===== src/rtl/bp_fe_pkg.sv =====
// Shared front-end branch-predictor types: BHT controller states, counter init value, update record.
package bp_fe_pkg;

    localparam int         bht_idx_width_gp = 3;
    localparam logic [1:0] bht_init_val_gp  = 2'b01;

    typedef enum logic [1:0] {
        INIT,
        IDLE,
        UPD_WR
    } bp_fe_bht_ctrl_state_e;

    // idx width is tied to bht_idx_width_gp; change both together when resizing the table.
    typedef struct packed {
        logic [bht_idx_width_gp-1:0] idx;
        logic                        taken;
    } bp_fe_bht_upd_s;

endpackage


===== src/rtl/bp_fe_bht_upd_queue.sv =====
// Circular FIFO of resolved-branch updates waiting for a BHT read-modify-write slot.
module bp_fe_bht_upd_queue
    import bp_fe_pkg::*;
#(
    parameter int els_p = 4
) (
    input  logic           clk_i,
    input  logic           reset_i,
    input  logic           v_i,
    output logic           ready_o,
    input  bp_fe_bht_upd_s data_i,
    output logic           v_o,
    input  logic           yumi_i,
    output bp_fe_bht_upd_s data_o,
    output logic           full_o
);

    localparam int ptr_w_lp = $clog2(els_p);
    localparam int cnt_w_lp = ptr_w_lp + 1;

    // One extra pointer bit distinguishes full from empty when the indices match.
    logic [cnt_w_lp-1:0] r_wr_ptr;
    logic [cnt_w_lp-1:0] r_rd_ptr;
    bp_fe_bht_upd_s      r_mem [els_p];

    logic w_push;
    logic w_pop;

    assign full_o  = (r_wr_ptr[ptr_w_lp] != r_rd_ptr[ptr_w_lp])
                  && (r_wr_ptr[ptr_w_lp-1:0] == r_rd_ptr[ptr_w_lp-1:0]);
    assign v_o     = (r_wr_ptr != r_rd_ptr);
    assign ready_o = !full_o;
    assign data_o  = r_mem[r_rd_ptr[ptr_w_lp-1:0]];

    assign w_push = v_i & ready_o;
    assign w_pop  = yumi_i & v_o;

    always_ff @(posedge clk_i or negedge reset_i) begin
        if (!reset_i) begin
            r_wr_ptr <= '0;
            r_rd_ptr <= '0;
        end else begin
            if (w_push) r_wr_ptr <= r_wr_ptr + cnt_w_lp'(1);
            if (w_pop)  r_rd_ptr <= r_rd_ptr + cnt_w_lp'(1);
        end
    end

    always_ff @(posedge clk_i) begin
        if (w_push) r_mem[r_wr_ptr[ptr_w_lp-1:0]] <= data_i;
    end

endmodule


===== src/rtl/bp_fe_bht_ctrl.sv =====
// BHT sequencer: arbitrates the single-port SRAM between lookups and queued counter RMWs.
// Define BP_FE_BHT_CTRL_INIT_SWEEP_EN to sweep the table to weakly-not-taken after reset.
module bp_fe_bht_ctrl
    import bp_fe_pkg::*;
#(
    parameter int bht_idx_width_p = bht_idx_width_gp,
    parameter int upd_fifo_els_p  = 4
) (
    input  logic                       clk_i,
    input  logic                       reset_i,
    input  logic                       r_v_i,
    input  logic [bht_idx_width_p-1:0] idx_r_i,
    output logic                       predict_v_o,
    output logic                       predict_o,
    input  logic                       w_v_i,
    output logic                       w_ready_o,
    input  logic [bht_idx_width_p-1:0] idx_w_i,
    input  logic                       taken_i,
    output logic                       init_done_o,
    output logic                       mem_v_o,
    output logic                       mem_w_o,
    output logic [bht_idx_width_p-1:0] mem_addr_o,
    output logic [1:0]                 mem_data_o,
    input  logic [1:0]                 mem_data_i
);

    function automatic logic [1:0] sat_update(input logic [1:0] c, input logic taken);
        if (taken) return (c == 2'b11) ? c : c + 2'd1;
        return (c == 2'b00) ? c : c - 2'd1;
    endfunction

    bp_fe_bht_ctrl_state_e r_state;
    bp_fe_bht_ctrl_state_e w_state_n;
    logic                  r_pred_v;

    logic                       w_mem_v;
    logic                       w_mem_w;
    logic [bht_idx_width_p-1:0] w_mem_addr;
    logic [1:0]                 w_mem_data;
    logic                       w_lookup_grant;

    logic                       w_q_ready;
    logic                       w_q_v;
    logic                       w_q_full;
    logic                       w_q_pop;
    logic                       w_q_push;
    bp_fe_bht_upd_s             w_q_in;
    bp_fe_bht_upd_s             w_q_head;

    logic [bht_idx_width_p-1:0] w_sweep_idx;
    logic                       w_sweep_last;

`ifdef BP_FE_BHT_CTRL_INIT_SWEEP_EN
    localparam int els_lp = 2 ** bht_idx_width_p;
    localparam bp_fe_bht_ctrl_state_e reset_state_lp = INIT;

    logic [bht_idx_width_p-1:0] r_sweep_idx;

    always_ff @(posedge clk_i or negedge reset_i) begin
        if (!reset_i)              r_sweep_idx <= '0;
        else if (r_state == INIT)  r_sweep_idx <= r_sweep_idx + bht_idx_width_p'(1);
    end

    assign w_sweep_idx  = r_sweep_idx;
    assign w_sweep_last = (r_sweep_idx == bht_idx_width_p'(els_lp - 1));
`else
    localparam bp_fe_bht_ctrl_state_e reset_state_lp = IDLE;

    assign w_sweep_idx  = '0;
    assign w_sweep_last = 1'b1;
`endif

    always_ff @(posedge clk_i or negedge reset_i) begin
        if (!reset_i) begin
            r_state  <= reset_state_lp;
            r_pred_v <= 1'b0;
        end else begin
            r_state  <= w_state_n;
            r_pred_v <= w_lookup_grant;
        end
    end

    // A full queue takes the port ahead of lookups so updates can never starve.
    always_comb begin
        w_state_n      = r_state;
        w_mem_v        = 1'b0;
        w_mem_w        = 1'b0;
        w_mem_addr     = '0;
        w_mem_data     = '0;
        w_lookup_grant = 1'b0;
        w_q_pop        = 1'b0;
        case (r_state)
            INIT: begin
                w_mem_v    = 1'b1;
                w_mem_w    = 1'b1;
                w_mem_addr = w_sweep_idx;
                w_mem_data = bht_init_val_gp;
                if (w_sweep_last) w_state_n = IDLE;
            end
            IDLE: begin
                if (w_q_full && w_q_v) begin
                    w_mem_v    = 1'b1;
                    w_mem_addr = w_q_head.idx;
                    w_state_n  = UPD_WR;
                end else if (r_v_i) begin
                    w_mem_v        = 1'b1;
                    w_mem_addr     = idx_r_i;
                    w_lookup_grant = 1'b1;
                end else if (w_q_v) begin
                    w_mem_v    = 1'b1;
                    w_mem_addr = w_q_head.idx;
                    w_state_n  = UPD_WR;
                end
            end
            UPD_WR: begin
                w_mem_v    = 1'b1;
                w_mem_w    = 1'b1;
                w_mem_addr = w_q_head.idx;
                w_mem_data = sat_update(mem_data_i, w_q_head.taken);
                w_q_pop    = 1'b1;
                w_state_n  = IDLE;
            end
            default: w_state_n = IDLE;
        endcase
    end

    assign init_done_o = reset_i & (r_state != INIT);
    assign w_ready_o   = init_done_o & w_q_ready;
    assign w_q_push    = w_v_i & w_ready_o;
    assign w_q_in      = '{idx: idx_w_i, taken: taken_i};

    assign mem_v_o     = w_mem_v & reset_i;
    assign mem_w_o     = w_mem_w;
    assign mem_addr_o  = w_mem_addr;
    assign mem_data_o  = w_mem_data;

    assign predict_v_o = r_pred_v;
    assign predict_o   = r_pred_v & mem_data_i[1];

    bp_fe_bht_upd_queue #(
        .els_p(upd_fifo_els_p)
    ) u_upd_queue (
        .clk_i   (clk_i),
        .reset_i (reset_i),
        .v_i     (w_q_push),
        .ready_o (w_q_ready),
        .data_i  (w_q_in),
        .v_o     (w_q_v),
        .yumi_i  (w_q_pop),
        .data_o  (w_q_head),
        .full_o  (w_q_full)
    );

endmodule


===== config.mk =====
export PLATFORM = sky130hd
export DESIGN_NAME = bp_fe_bht_ctrl
export DESIGN_NICKNAME = d
export VERILOG_FILES = /design/src/rtl/bp_fe_pkg.sv /design/src/rtl/bp_fe_bht_upd_queue.sv /design/src/rtl/bp_fe_bht_ctrl.sv
export SDC_FILE = /design/constraint.sdc
export NUM_CORES = 1
export LEC_CHECK = 0
export BUFFER_PORTS_ARGS = -buffer_cell sky130_fd_sc_hd__buf_2
export CAP_MARGIN = 0
export CORE_UTILIZATION = 55
export DETAILED_ROUTE_END_ITERATION = 10
export PLACE_DENSITY = 0.79
export SYNTH_ARGS = -nofsm -noshare
export SYNTH_HDL_FRONTEND = slang
export SYNTH_SLANG_ARGS = --single-unit

===== constraint.sdc =====
create_clock -name clk_i -period 3.3 [get_ports clk_i]
set_input_delay 0.165 -clock clk_i [delete_from_list [all_inputs] [get_ports clk_i]]
set_output_delay 0.165 -clock clk_i [all_outputs]
set_load 0.03 [all_outputs]

==> impl_metrics.toml <==
[worst_hold_path]
min-delay-start = "idx_w_i[2]"
hold_path.class = "in2reg"
min_delay_path_depth = 1
min_to = "u_upd_queue.r_mem[3][3]"

[drt]
via_count = 838
routed_wl_um = 2320
drc_errors = 0
initialDrtViolationCount = 4
drtAntennaViolNets = 0
drtPass1Iterations = 6
wl_per_cell_um = 15.4
vias_per_cell = 5.55

[power_and_ir_drop]
max-vdd-ir-drop_mv = 0.583
power.density_nw_per_um2 = 921
clkPwrFrac_pct = 9.8
switchingPower_mw = 0.612
p_leak_nw = 0.653
pwr-share-comb_pct = 52.8
intPower_mw = 0.760
seqPwrFrac_pct = 37.4
p_sw_share_pct = 44.6

[sta]
max_slew_margin_pct = 63.0
setup_viol = 0
fin_crit_ns = 2.33
hold_violations = 0
final_max_slew_viol_count = 0
clock_skew_ns = 0.00207
fmax_mhz = 429
tightest_slew_ns = 0.555
rsz0062_at_grt = "false"
min_period_over_period_pct = 70.7
setup_tns_ns = 0
setup_slack_ns = 0.969

[placed_design]
pre_cts_slack_ns = 1.10
dpl.cell_count = 146
dp_hpwl_um = 1850
placed_area_um2 = 1450
place_congestion = 0.828
port_buffers = 23

[global_routing]
grtUsageTotal_pct = 20.7
grt_pass1_wl_um = 3770
antenna_found_initial = 0
grt_overflow = 0
grt_pass1_vias = 831
grt_max_degree = 16

[synth]
syn_area_um2 = 1330
yosysSeqAreaShare_pct = 53.4
synth_nets = 120
ys_ff_latch = 25
yosys_warnings = 0
synth_flop_cell = "edfxtp_1"
syn_inst = 98
synth-edff-count = 16
synthArstFlopShare_pct = 36.0
syn_avg_cell_area_um2 = 13.5
synth.lib_cells_used.distinct = 32

[floorplan]
die_h_um = 51.1
io_pins = 24
core_um2 = 2230
die_w_um = 51.1
dieArea_um2 = 2610
start_util_pct = 59.3
num_rows = 17

[clock_network]
cts_resized = 0
clockBufferDepth = 2
cts_buffers = 3
clockRootBuffer = "clkbuf_4"
clk_latency_ns = 0.31
h-tree-depth = 1
tritoncts = "yes"
cts_sinks = 25
clkTransAtPathRegs_ns = 0.13

[setup_path]
reg2regPathDepth = 5
critPathMaxFanout = 8
worst_ep_required_time_ns = 3.13
r2r-end = "u_upd_queue.r_mem[0][1]"
endpoint_kind = "output pin"
regToRegSetupSlack_ns = 1.08
worstSetupPathType = "reg2out"
arrival_ns = 2.17
timing.rr.start = "r_state[0]"
critPathLaunchType = "flip-flop"

[final_layout]
drive_above_1_share_pct = 29.3
num-nets-final = 146
antenna_cells = 0
design_area_um2 = 1490
area_growth_pct = 12.4
final_cell_count_no_fill = 151

[run_status]
status = "completed"

[job]
maxCapViolCount = 0
==> worst max path at each step <==
stage	start	depth (start not counted)	slack (ns)	end
floorplan	r_state[0]	5	1.28	mem_addr_o[2]
finish	u_upd_queue.r_rd_ptr[0]	4	0.97	mem_data_o[0]
detailed placement	r_state[0]	5	1.10	u_upd_queue.r_mem[0][1]
global route	u_upd_queue.r_rd_ptr[0]	4	0.89	mem_data_o[0]
CTS	u_upd_queue.r_rd_ptr[0]	4	0.94	mem_data_o[0]
global placement	r_state[0]	5	1.19	u_upd_queue.r_mem[0][1]
==> cells in the mapped netlist (all sizes together), types with 2 or more instances <==
cell type  number  share of area [%]
nand2           4                1.1
buf             2                1.7
nand2b          2               0.94
o21ai           5                1.9
ha              9                8.5
xnor2           4                2.6
dfrtp           8                 15
a31o            3                2.0
mux4            4                7.6
edfxtp         16                 36
xor2            4                3.2
a21boi          2                1.1
nor2            2               0.57
and2            6                3.1
and3            2               0.94
inv             8                2.3
a21oi           5                1.9
a31oi           2               0.94
==> critical path, stage by stage, from the launching register on <==
cell and delay, ns:
dfrtp_1 0.60, mux4_2 0.58, maj3_2 0.33, a21o_1 0.18, buf_2 0.17
==> cells in the final DEF (no fill, tap or decap), drive strengths merged, types with 2 or more instances in the layout <==
master  count
a21oi       5
nor2        2
a31o        3
xor2        4
and3        2
buf        23
ha          9
nand2       4
a31oi       2
edfxtp     16
nand2b      2
a21boi      2
and2        6
mux4        4
o21ai       5
xnor2       4
clkbuf      3
dfrtp       8
inv         8
==> power by group through the flow <==
stage / Sequential, mW / Combinational (mW) / Clock [mW]
after floorplan: 0.485 / 0.607 / 0
final: 0.514 / 0.724 / 0.134
after global placement: 0.514 / 0.709 / 0
after global routing: 0.527 / 0.804 / 0.150
after detailed placement: 0.519 / 0.728 / 0
after CTS: 0.513 / 0.733 / 0.140
==> final cells by class <==
cell class	count	area, um2
flip-flops and latches	25	707
clock buffers	3	22.5
repair buffers	24	125
fillers	182	744
inverters	8	30.0
multi-input cells	62	562
well taps	28	35.0
clock inverters	1	7.51
==> what timing repair did <==
| item | CTS | global route |
|---|---|---|
| hold endpoints to repair | 9 | 0 |
| hold buffers | 1 | 0 |
| buffers inserted | 0 | 0 |
==> registers in the layout, indices dropped and copies added, names as in the netlist <==
name	flops
r_state	2
u_upd_queue.r_rd_ptr	3
u_upd_queue.r_mem	16
predict_v_o	1
u_upd_queue.r_wr_ptr	3
==> layer usage <==
metal	track usage [%]	vias to the layer above	share of wire, %
li1	-	406	-
met1	27.3	400	45
met2	34.2	30	49
met3	2.98	2	4.8
met4	8.33	0	0.69
met5	0	-	0
==> stage by stage <==
step	util (%)	total power [mW]	hold WS (ns)
2_1_floorplan	-	1.09	-0.131
3_3_place_gp	64.9	1.22	0.0369
3_5_place_dp	64.9	1.25	0.0429
4_1_cts	66.7	1.39	0.0622
5_1_grt	66.7	1.48	0.0553
6_report	66.7	1.37	0.0735
==> logic make-up after synthesis <==
logic type | Yosys count | synth area share [%]
flops | 25 | 53.4
compound gates | 21 | 10.7
xor+xnor | 8 | 5.86
buf+inv | 11 | 4.25
simple gates | 18 | 8.03
fa+ha+maj | 10 | 9.35
mux | 5 | 8.50
No activity file was read; power rests on OpenSTA's default activity.
